**config.mk**
```make
export PLATFORM = sky130hd
export DESIGN_NAME = seq_multiplier_flat
export DESIGN_NICKNAME = d
export VERILOG_FILES = /design/src/rtl/mult_pkg.sv /design/src/rtl/seq_multiplier_if.sv /design/src/rtl/twos_negate.sv /design/src/rtl/seq_multiplier.sv /design/src/flat_wrapper.sv
export SDC_FILE = /design/constraint.sdc
export NUM_CORES = 1
export LEC_CHECK = 0
export CORE_MARGIN = 4
export CORE_UTILIZATION = 35
export CTS_CLUSTER_DIAMETER = 200
export DETAILED_ROUTE_END_ITERATION = 16
export GPL_ROUTABILITY_DRIVEN = 0
export SLEW_MARGIN = 20
export SYNTH_ARGS = -nofsm -noshare
export SYNTH_HDL_FRONTEND = slang
export SYNTH_SLANG_ARGS = --single-unit
```
**constraint.sdc**
```tcl
create_clock -name clock -period 7.25 [get_ports clock]
set_input_delay 1.0875 -clock clock [delete_from_list [all_inputs] [get_ports clock]]
set_output_delay 1.0875 -clock clock [all_outputs]
set_load 0.01 [all_outputs]
```
**src/rtl/mult_pkg.sv**
```systemverilog
// Shared definitions for the sequential shift-add multiplier: default widths
// and FSM state encoding.
package mult_pkg;

  localparam int unsigned MULT_WIDTH = 32;
  localparam int unsigned MULT_CNT_W = 6;

  typedef enum logic [1:0] {
    S_IDLE = 2'd0,
    S_RUN  = 2'd1,
    S_DONE = 2'd2
  } mult_state_e;

endpackage

```
**src/rtl/seq_multiplier_if.sv**
```systemverilog
// Operand/result bus between the issuing pipeline and the sequential multiplier.
interface seq_multiplier_if
  import mult_pkg::*;
#(
  parameter int unsigned WIDTH = MULT_WIDTH
);

  logic             start;
  logic             isSigned;
  logic [WIDTH-1:0] opA;
  logic [WIDTH-1:0] opB;
  logic             multStall;
  logic             done;
  logic [WIDTH-1:0] productHi;
  logic [WIDTH-1:0] productLo;

  modport master (
    output start, isSigned, opA, opB,
    input  multStall, done, productHi, productLo
  );

  modport slave (
    input  start, isSigned, opA, opB,
    output multStall, done, productHi, productLo
  );

endinterface

```
**src/rtl/twos_negate.sv**
```systemverilog
// Combinational two's-complement negation, shared by the operand-magnitude
// and result fix-up paths of the multiplier.
module twos_negate
  import mult_pkg::*;
#(
  parameter int unsigned WIDTH = MULT_WIDTH
) (
  input  logic [WIDTH-1:0] a,
  output logic [WIDTH-1:0] neg_c
);

  assign neg_c = ~a + WIDTH'(1);

endmodule

```
**src/rtl/seq_multiplier.sv**
```systemverilog
// Iterative radix-2 shift-add multiplier producing a 2*WIDTH product over ~WIDTH cycles.
// Optional MULT_EARLY_TERM_EN: finish as soon as the remaining multiplier bits are zero.
module seq_multiplier
  import mult_pkg::*;
#(
  parameter int unsigned WIDTH = MULT_WIDTH,
  parameter int unsigned CNT_W = MULT_CNT_W
) (
  input logic             clock,
  input logic             reset,
  seq_multiplier_if.slave bus
);

  localparam int unsigned      PW        = 2 * WIDTH;
  localparam logic [CNT_W-1:0] LAST_STEP = CNT_W'(WIDTH - 1);

  mult_state_e state_q, state_d;

  logic [WIDTH-1:0] mcand_q;
  logic [WIDTH-1:0] mplier_q;
  logic [WIDTH-1:0] acc_q;
  logic [CNT_W-1:0] cnt_q;
  logic             result_neg_q;
  logic [PW-1:0]    prod_q;

  logic             load_c;
  logic             step_c;
  logic             finish_c;

  logic [1:0][WIDTH-1:0] op_raw_c;
  logic [1:0][WIDTH-1:0] op_neg_c;
  logic [1:0][WIDTH-1:0] op_mag_c;

  logic [WIDTH:0]   sum_c;
  logic [PW-1:0]    step_prod_c;
  logic [PW-1:0]    final_prod_c;
  logic [PW-1:0]    final_neg_c;

  // Operand magnitudes; the most-negative value negates to itself, which is
  // exactly its unsigned magnitude.
  assign op_raw_c[0] = bus.opA;
  assign op_raw_c[1] = bus.opB;

  for (genvar i = 0; i < 2; i++) begin : g_op_mag
    twos_negate #(.WIDTH(WIDTH)) u_neg_op (
      .a     (op_raw_c[i]),
      .neg_c (op_neg_c[i])
    );
    assign op_mag_c[i] = (bus.isSigned && op_raw_c[i][WIDTH-1]) ? op_neg_c[i] : op_raw_c[i];
  end

  // One shift-add step: conditional add into the upper half, then shift
  // {carry, acc, mplier} right by one.
  assign sum_c       = {1'b0, acc_q} + (mplier_q[0] ? {1'b0, mcand_q} : '0);
  assign step_prod_c = {sum_c, mplier_q[WIDTH-1:1]};

`ifdef MULT_EARLY_TERM_EN
  logic [CNT_W-1:0] rem_c;
  logic [WIDTH-1:0] rem_mask_c;

  // Remaining multiplier bits sit in the low rem_c bits after this step;
  // when they are all zero the rest of the run is pure shifting.
  assign rem_c        = LAST_STEP - cnt_q;
  assign rem_mask_c   = (WIDTH'(1) << rem_c) - WIDTH'(1);
  assign finish_c     = ~|(step_prod_c[WIDTH-1:0] & rem_mask_c);
  assign final_prod_c = step_prod_c >> rem_c;
`else
  assign finish_c     = (cnt_q == LAST_STEP);
  assign final_prod_c = step_prod_c;
`endif

  twos_negate #(.WIDTH(PW)) u_neg_prod (
    .a     (final_prod_c),
    .neg_c (final_neg_c)
  );

  always_ff @(posedge clock or posedge reset) begin
    if (reset) begin
      state_q <= S_IDLE;
    end else begin
      state_q <= state_d;
    end
  end

  always_comb begin
    state_d       = state_q;
    load_c        = 1'b0;
    step_c        = 1'b0;
    bus.multStall = 1'b0;
    case (state_q)
      S_IDLE: begin
        if (bus.start) begin
          load_c  = 1'b1;
          state_d = S_RUN;
        end
      end
      S_RUN: begin
        step_c = 1'b1;
        if (finish_c) begin
          state_d = S_DONE;
        end
      end
      S_DONE: begin
        if (bus.start) begin
          load_c  = 1'b1;
          state_d = S_RUN;
        end else begin
          state_d = S_IDLE;
        end
      end
      default: state_d = S_IDLE;
    endcase
    // Stall follows start combinationally so the issuing instruction freezes.
    bus.multStall = (state_q == S_RUN) | load_c;
  end

  always_ff @(posedge clock or posedge reset) begin
    if (reset) begin
      mcand_q      <= '0;
      mplier_q     <= '0;
      acc_q        <= '0;
      cnt_q        <= '0;
      result_neg_q <= 1'b0;
      prod_q       <= '0;
    end else begin
      if (load_c) begin
        mcand_q      <= op_mag_c[0];
        mplier_q     <= op_mag_c[1];
        acc_q        <= '0;
        cnt_q        <= '0;
        result_neg_q <= bus.isSigned & (bus.opA[WIDTH-1] ^ bus.opB[WIDTH-1]);
      end else if (step_c) begin
        acc_q    <= step_prod_c[PW-1:WIDTH];
        mplier_q <= step_prod_c[WIDTH-1:0];
        cnt_q    <= cnt_q + CNT_W'(1);
      end
      if (step_c && finish_c) begin
        prod_q <= result_neg_q ? final_neg_c : final_prod_c;
      end
    end
  end

  assign bus.done      = (state_q == S_DONE);
  assign bus.productHi = prod_q[PW-1:WIDTH];
  assign bus.productLo = prod_q[WIDTH-1:0];

endmodule

```
**src/flat_wrapper.sv**
```systemverilog
// flat-port wrapper written by rule: the top's interface ports become plain ports
module seq_multiplier_flat import mult_pkg::*;
#(
  parameter int unsigned WIDTH = MULT_WIDTH,
  parameter int unsigned CNT_W = MULT_CNT_W
)
  (clock, reset, bus_start, bus_isSigned, bus_opA, bus_opB, bus_multStall, bus_done, bus_productHi, bus_productLo);
  seq_multiplier_if #(.WIDTH(WIDTH)) bus_i ();
  input logic clock;
  input logic reset;
  input wire logic [$bits(bus_i.start)-1:0] bus_start;
  input wire logic [$bits(bus_i.isSigned)-1:0] bus_isSigned;
  input wire logic [$bits(bus_i.opA)-1:0] bus_opA;
  input wire logic [$bits(bus_i.opB)-1:0] bus_opB;
  output wire logic [$bits(bus_i.multStall)-1:0] bus_multStall;
  output wire logic [$bits(bus_i.done)-1:0] bus_done;
  output wire logic [$bits(bus_i.productHi)-1:0] bus_productHi;
  output wire logic [$bits(bus_i.productLo)-1:0] bus_productLo;
  assign bus_i.start = bus_start;
  assign bus_i.isSigned = bus_isSigned;
  assign bus_i.opA = bus_opA;
  assign bus_i.opB = bus_opB;
  assign bus_multStall = bus_i.multStall;
  assign bus_done = bus_i.done;
  assign bus_productHi = bus_i.productHi;
  assign bus_productLo = bus_i.productLo;
  seq_multiplier #(.WIDTH(WIDTH), .CNT_W(CNT_W)) u_core (.clock(clock), .reset(reset), .bus(bus_i));
endmodule
```
==> key figures <==
Floorplan
  – Horiz. Die Dim: 184 um
  – Cell Rows: 64
  – Top-level port count: 134
  – Initial standard-cell utilization of the core: 0.355
  – Core Footprint: 30600 sq um
  – Height of the die: 184 um
  – Total Die Area: 33900 sq um

GRT
  – GRT overflow: 0
  – Met2 track utilization from global routing: 0.277
  – Initial antenna violation count: 0
  – Total routing resource utilization after global routing: 0.177
  – First-pass GRT wire length: 48700 um
  – Met3 routing resource usage after global routing: 0.0313
  – Largest net degree at the start of global routing: 122
  – Via count of the first global-routing pass: 9157
  – Most used routing layer in global routing: met2
  – GR Layer Usage met1: 0.248

Critical path
  – Required time at the worst-slack endpoint: 7550 ps
  – Kind of critical path: register to register
  – Startpoint kind of the worst setup timing path: register
  – Critical Path AT: 5570 ps
  – Critical path endpoint category: register
  – Maximum net fanout on the critical path: 33

Timing
  – Max-slew headroom at the worst pin: 0.216
  – Maximum achievable frequency: 190 MHz
  – Number of setup violations in the final report: 0
  – Worst-case setup margin in the final layout: 1980 ps
  – Unrepaired setup endpoints after global routing: false
  – Setup tns final: 0 ps
  – Crit path time final: 5270 ps
  – Final-report max-slew violation count: 0
  – Hold Vio Cnt, Final: 0
  – Post-route clock skew: 14.6 ps
  – Period utilization: 0.727
  – Slew at the pin closest to its max-slew limit: 1180 ps

Synth
  – Post-synthesis sequential area ratio: 0.390
  – Nets in the synthesized netlist: 1339
  – Cell area after synthesis: 10900 sq um
  – Post-synthesis average cell area: 8.79 sq um
  – Post-synth cell types: 72
  – YS warnings: 0
  – Count of flip-flops with a built-in enable after synthesis: 0
  – Cell count after synthesis: 1234
  – Top flip-flop cell by instance count after synthesis: dfrtp_1
  – Asr flop ratio synth: 1.00
  – #FFs+latches synth: 169

Clock tree
  – Root Buffer Master: clkbuf_16
  – Clock net sink count: 169
  – Number of buffers added by the clock tree synthesis step: 17
  – Post CTS Setup Buffer Count: 0
  – Later-pin clock latency in the skew report: 440 ps
  – Max Buffers Root-to-Sink: 2
  – Htree depth: 4
  – Cts hold-fix bufs: 0
  – Post_cts resized: 0
  – TritonCTS clock tree: yes
  – Clock-pin slew on the worst setup and hold paths: 70 ps

Pwr
  – Part of the total power dissipated in the clock network: 0.168
  – PD cells: 418 nW/um^2
  – Total net switching power: 2450 uW
  – Power Internal: 3020 uW
  – Relative contribution of sequential cells to total power: 0.309
  – Switching Fraction: 0.447
  – Max rail drop VDD: 0.168 mV
  – Logic pwr share: 0.522
  – Leakage: 0.00538 uW
  – Pwr Total: 5470 uW

Detailed routing
  – Number of vias in the routed layout: 9445
  – Via-to-Cell Ratio: 5.45
  – Count of antenna-violating nets left after detailed routing: 0
  – Number of iterations in the first detailed-routing pass: 5
  – DR iter-0 viols: 611
  – Total Routed Length: 30200 um
  – Wirelength per Cell: 17.4 um
  – Post-route DRC: 0

Layout
  – Antenna fix cells: 0
  – Nets@finish: 1429
  – Synthesis-to-finish area growth: 20.6%
  – Number of non-filler instances in the completed layout: 1733
  – Area taken by multi-input logic gates: 6330 sq um
  – Fraction of final layout cells sized beyond drive strength 1: 0.0471
  – Flip-flop and latch area: 4230 sq um
  – Number of fill cells: 3035

Placed design
  – Number of placed instances with taps included: 1701
  – Port-buffer cells: 133
  – Dpl ws: 1970 ps
  – Hpwl dp: 21700 um

Min path
  – Class of the most critical hold timing path: register to register

Status
  – Status: finished, final reports clean

Flow run
  – Max-cap check violation count: 0
## through the flow
stage,hold slack (ps),utilization,instance area [sq um]
2_1_floorplan,438,-,10900
5_1_grt,500,0.428,13100
4_1_cts,481,0.428,13100
3_5_place_dp,465,0.409,12500
3_3_place_gp,456,0.409,12500
6_report,475,0.428,13100
## cells in the mapped netlist, types with 4 or more instances
| cell type | count | area share |
|---|---|---|
| o211ai_1 | 4 | 0.0028 |
| a21o_1 | 16 | 0.011 |
| o41ai_1 | 11 | 0.0089 |
| or4_1 | 11 | 0.0076 |
| nand4_1 | 11 | 0.0063 |
| o21ai_0 | 167 | 0.077 |
| inv_1 | 16 | 0.0055 |
| nor2_1 | 46 | 0.016 |
| o21a_1 | 5 | 0.0035 |
| or3_1 | 13 | 0.0075 |
| a31oi_1 | 5 | 0.0029 |
| buf_1 | 4 | 0.0014 |
| clkbuf_1 | 64 | 0.022 |
| nand3_1 | 11 | 0.0051 |
| xor2_1 | 95 | 0.077 |
| and4_1 | 4 | 0.0032 |
| nand2b_1 | 9 | 0.0052 |
| nand2_1 | 172 | 0.060 |
| o31ai_1 | 30 | 0.021 |
| nor2b_1 | 13 | 0.0075 |
| ha_1 | 36 | 0.042 |
| a22o_1 | 29 | 0.023 |
| a22oi_1 | 30 | 0.021 |
| dfrtp_1 | 169 | 0.39 |
| and2_1 | 39 | 0.022 |
| nor4_1 | 12 | 0.0069 |
| o21ai_1 | 11 | 0.0051 |
| a21oi_1 | 55 | 0.025 |
| nor3_1 | 22 | 0.010 |
| and3_1 | 6 | 0.0035 |
| xnor2_1 | 50 | 0.040 |
## cell type report
| class | count | area share |
|---|---|---|
| Clock buffer | 17 | 0.0325 |
| Clock inverter | 15 | 0.0118 |
| Inverter | 17 | 0.00526 |
| Multi-Input combinational cell | 979 | 0.484 |
| Sequential cell | 169 | 0.323 |
| Tap cell | 396 | 0.0379 |
| Timing Repair Buffer | 140 | 0.106 |
## per-layer routing
layer | wire length (um) | part of all wire
met5 | 0 | 0
met4 | 787 | 0.026
met3 | 1240 | 0.041
met2 | 13800 | 0.46
met1 | 14400 | 0.48
## power by group through the flow
stage | clock network [uW] | registers (uW) | logic [uW]
final | 921 | 1690 | 2860
after global routing | 977 | 1750 | 3190
after CTS | 941 | 1690 | 2880
after detailed placement | 0 | 1700 | 2860
after global placement | 0 | 1700 | 2820
after floorplan | 0 | 1610 | 2060
## sequential cells by signal (all words and copies together), names as in the netlist
name                 flops
u_core.prod_q           64
u_core.acc_q            32
u_core.mcand_q          32
u_core.mplier_q         32
u_core.cnt_q             6
u_core.state_q           2
u_core.result_neg_q      1
## final timing paths
check                                   start             endpoint  slack (ps)  cells after the start
setup / recovery           u_core.mplier_q[0]    u_core.prod_q[60]        1980                     15
hold / removal             u_core.mcand_q[26]   u_core.mcand_q[26]         480                      2
setup reg to reg           u_core.mplier_q[0]    u_core.prod_q[60]        1980                     15
hold reg to reg            u_core.mcand_q[26]   u_core.mcand_q[26]         480                      2
max in group asynchronous               reset  u_core.result_neg_q        4950                      3
min in group asynchronous               reset    u_core.prod_q[33]        1030                      2
## placed cells by master, fill, tap and decap left out, drive strengths merged, types with 4 or more instances in the layout
| cell | synthesis | layout |
|---|---|---|
| o21a | 5 | 5 |
| o211ai | 4 | 4 |
| nor2b | 13 | 13 |
| clkbuf | 64 | 17 |
| or3 | 15 | 15 |
| clkdlybuf4s50 | 0 | 133 |
| a31oi | 5 | 5 |
| and2 | 40 | 40 |
| nand2 | 172 | 172 |
| or4 | 13 | 13 |
| and3 | 6 | 6 |
| o21ai | 178 | 178 |
| a21o | 16 | 16 |
| ha | 36 | 36 |
| and4 | 4 | 4 |
| a21oi | 55 | 55 |
| xor2 | 95 | 95 |
| o31ai | 31 | 31 |
| inv | 16 | 25 |
| nand4 | 11 | 11 |
| nand2b | 9 | 9 |
| clkinvlp | 0 | 4 |
| a22o | 29 | 29 |
| buf | 5 | 7 |
| xnor2 | 50 | 50 |
| nand3 | 11 | 11 |
| dfrtp | 169 | 169 |
| nor3 | 22 | 22 |
| nor2 | 46 | 46 |
| or2 | 5 | 5 |
| o41ai | 12 | 12 |
| a22oi | 30 | 30 |
| nor4 | 14 | 14 |
## cells by family after synthesis
group / share of synthesized area
flops: 0.390
buf+inv: 0.0299
mux: 0.00277
simple gates: 0.184
xor+xnor: 0.117
compound gates: 0.233
fa+ha+maj: 0.0434
## critical path: stages (launching register included)
cell,delay [ps]
dfrtp_1,690
and2_1,290
ha_1,210
fa_1,410
a21o_1,200
a221oi_2,550
a21oi_1,150
nor3b_1,190
a2111oi_0,80
buf_4,180
nor4_1,780
nand4_1,310
or4_1,570
o31ai_1,270
xor2_1,180
o21ai_1,70
Note: power is estimated with default switching activity, not from simulation.
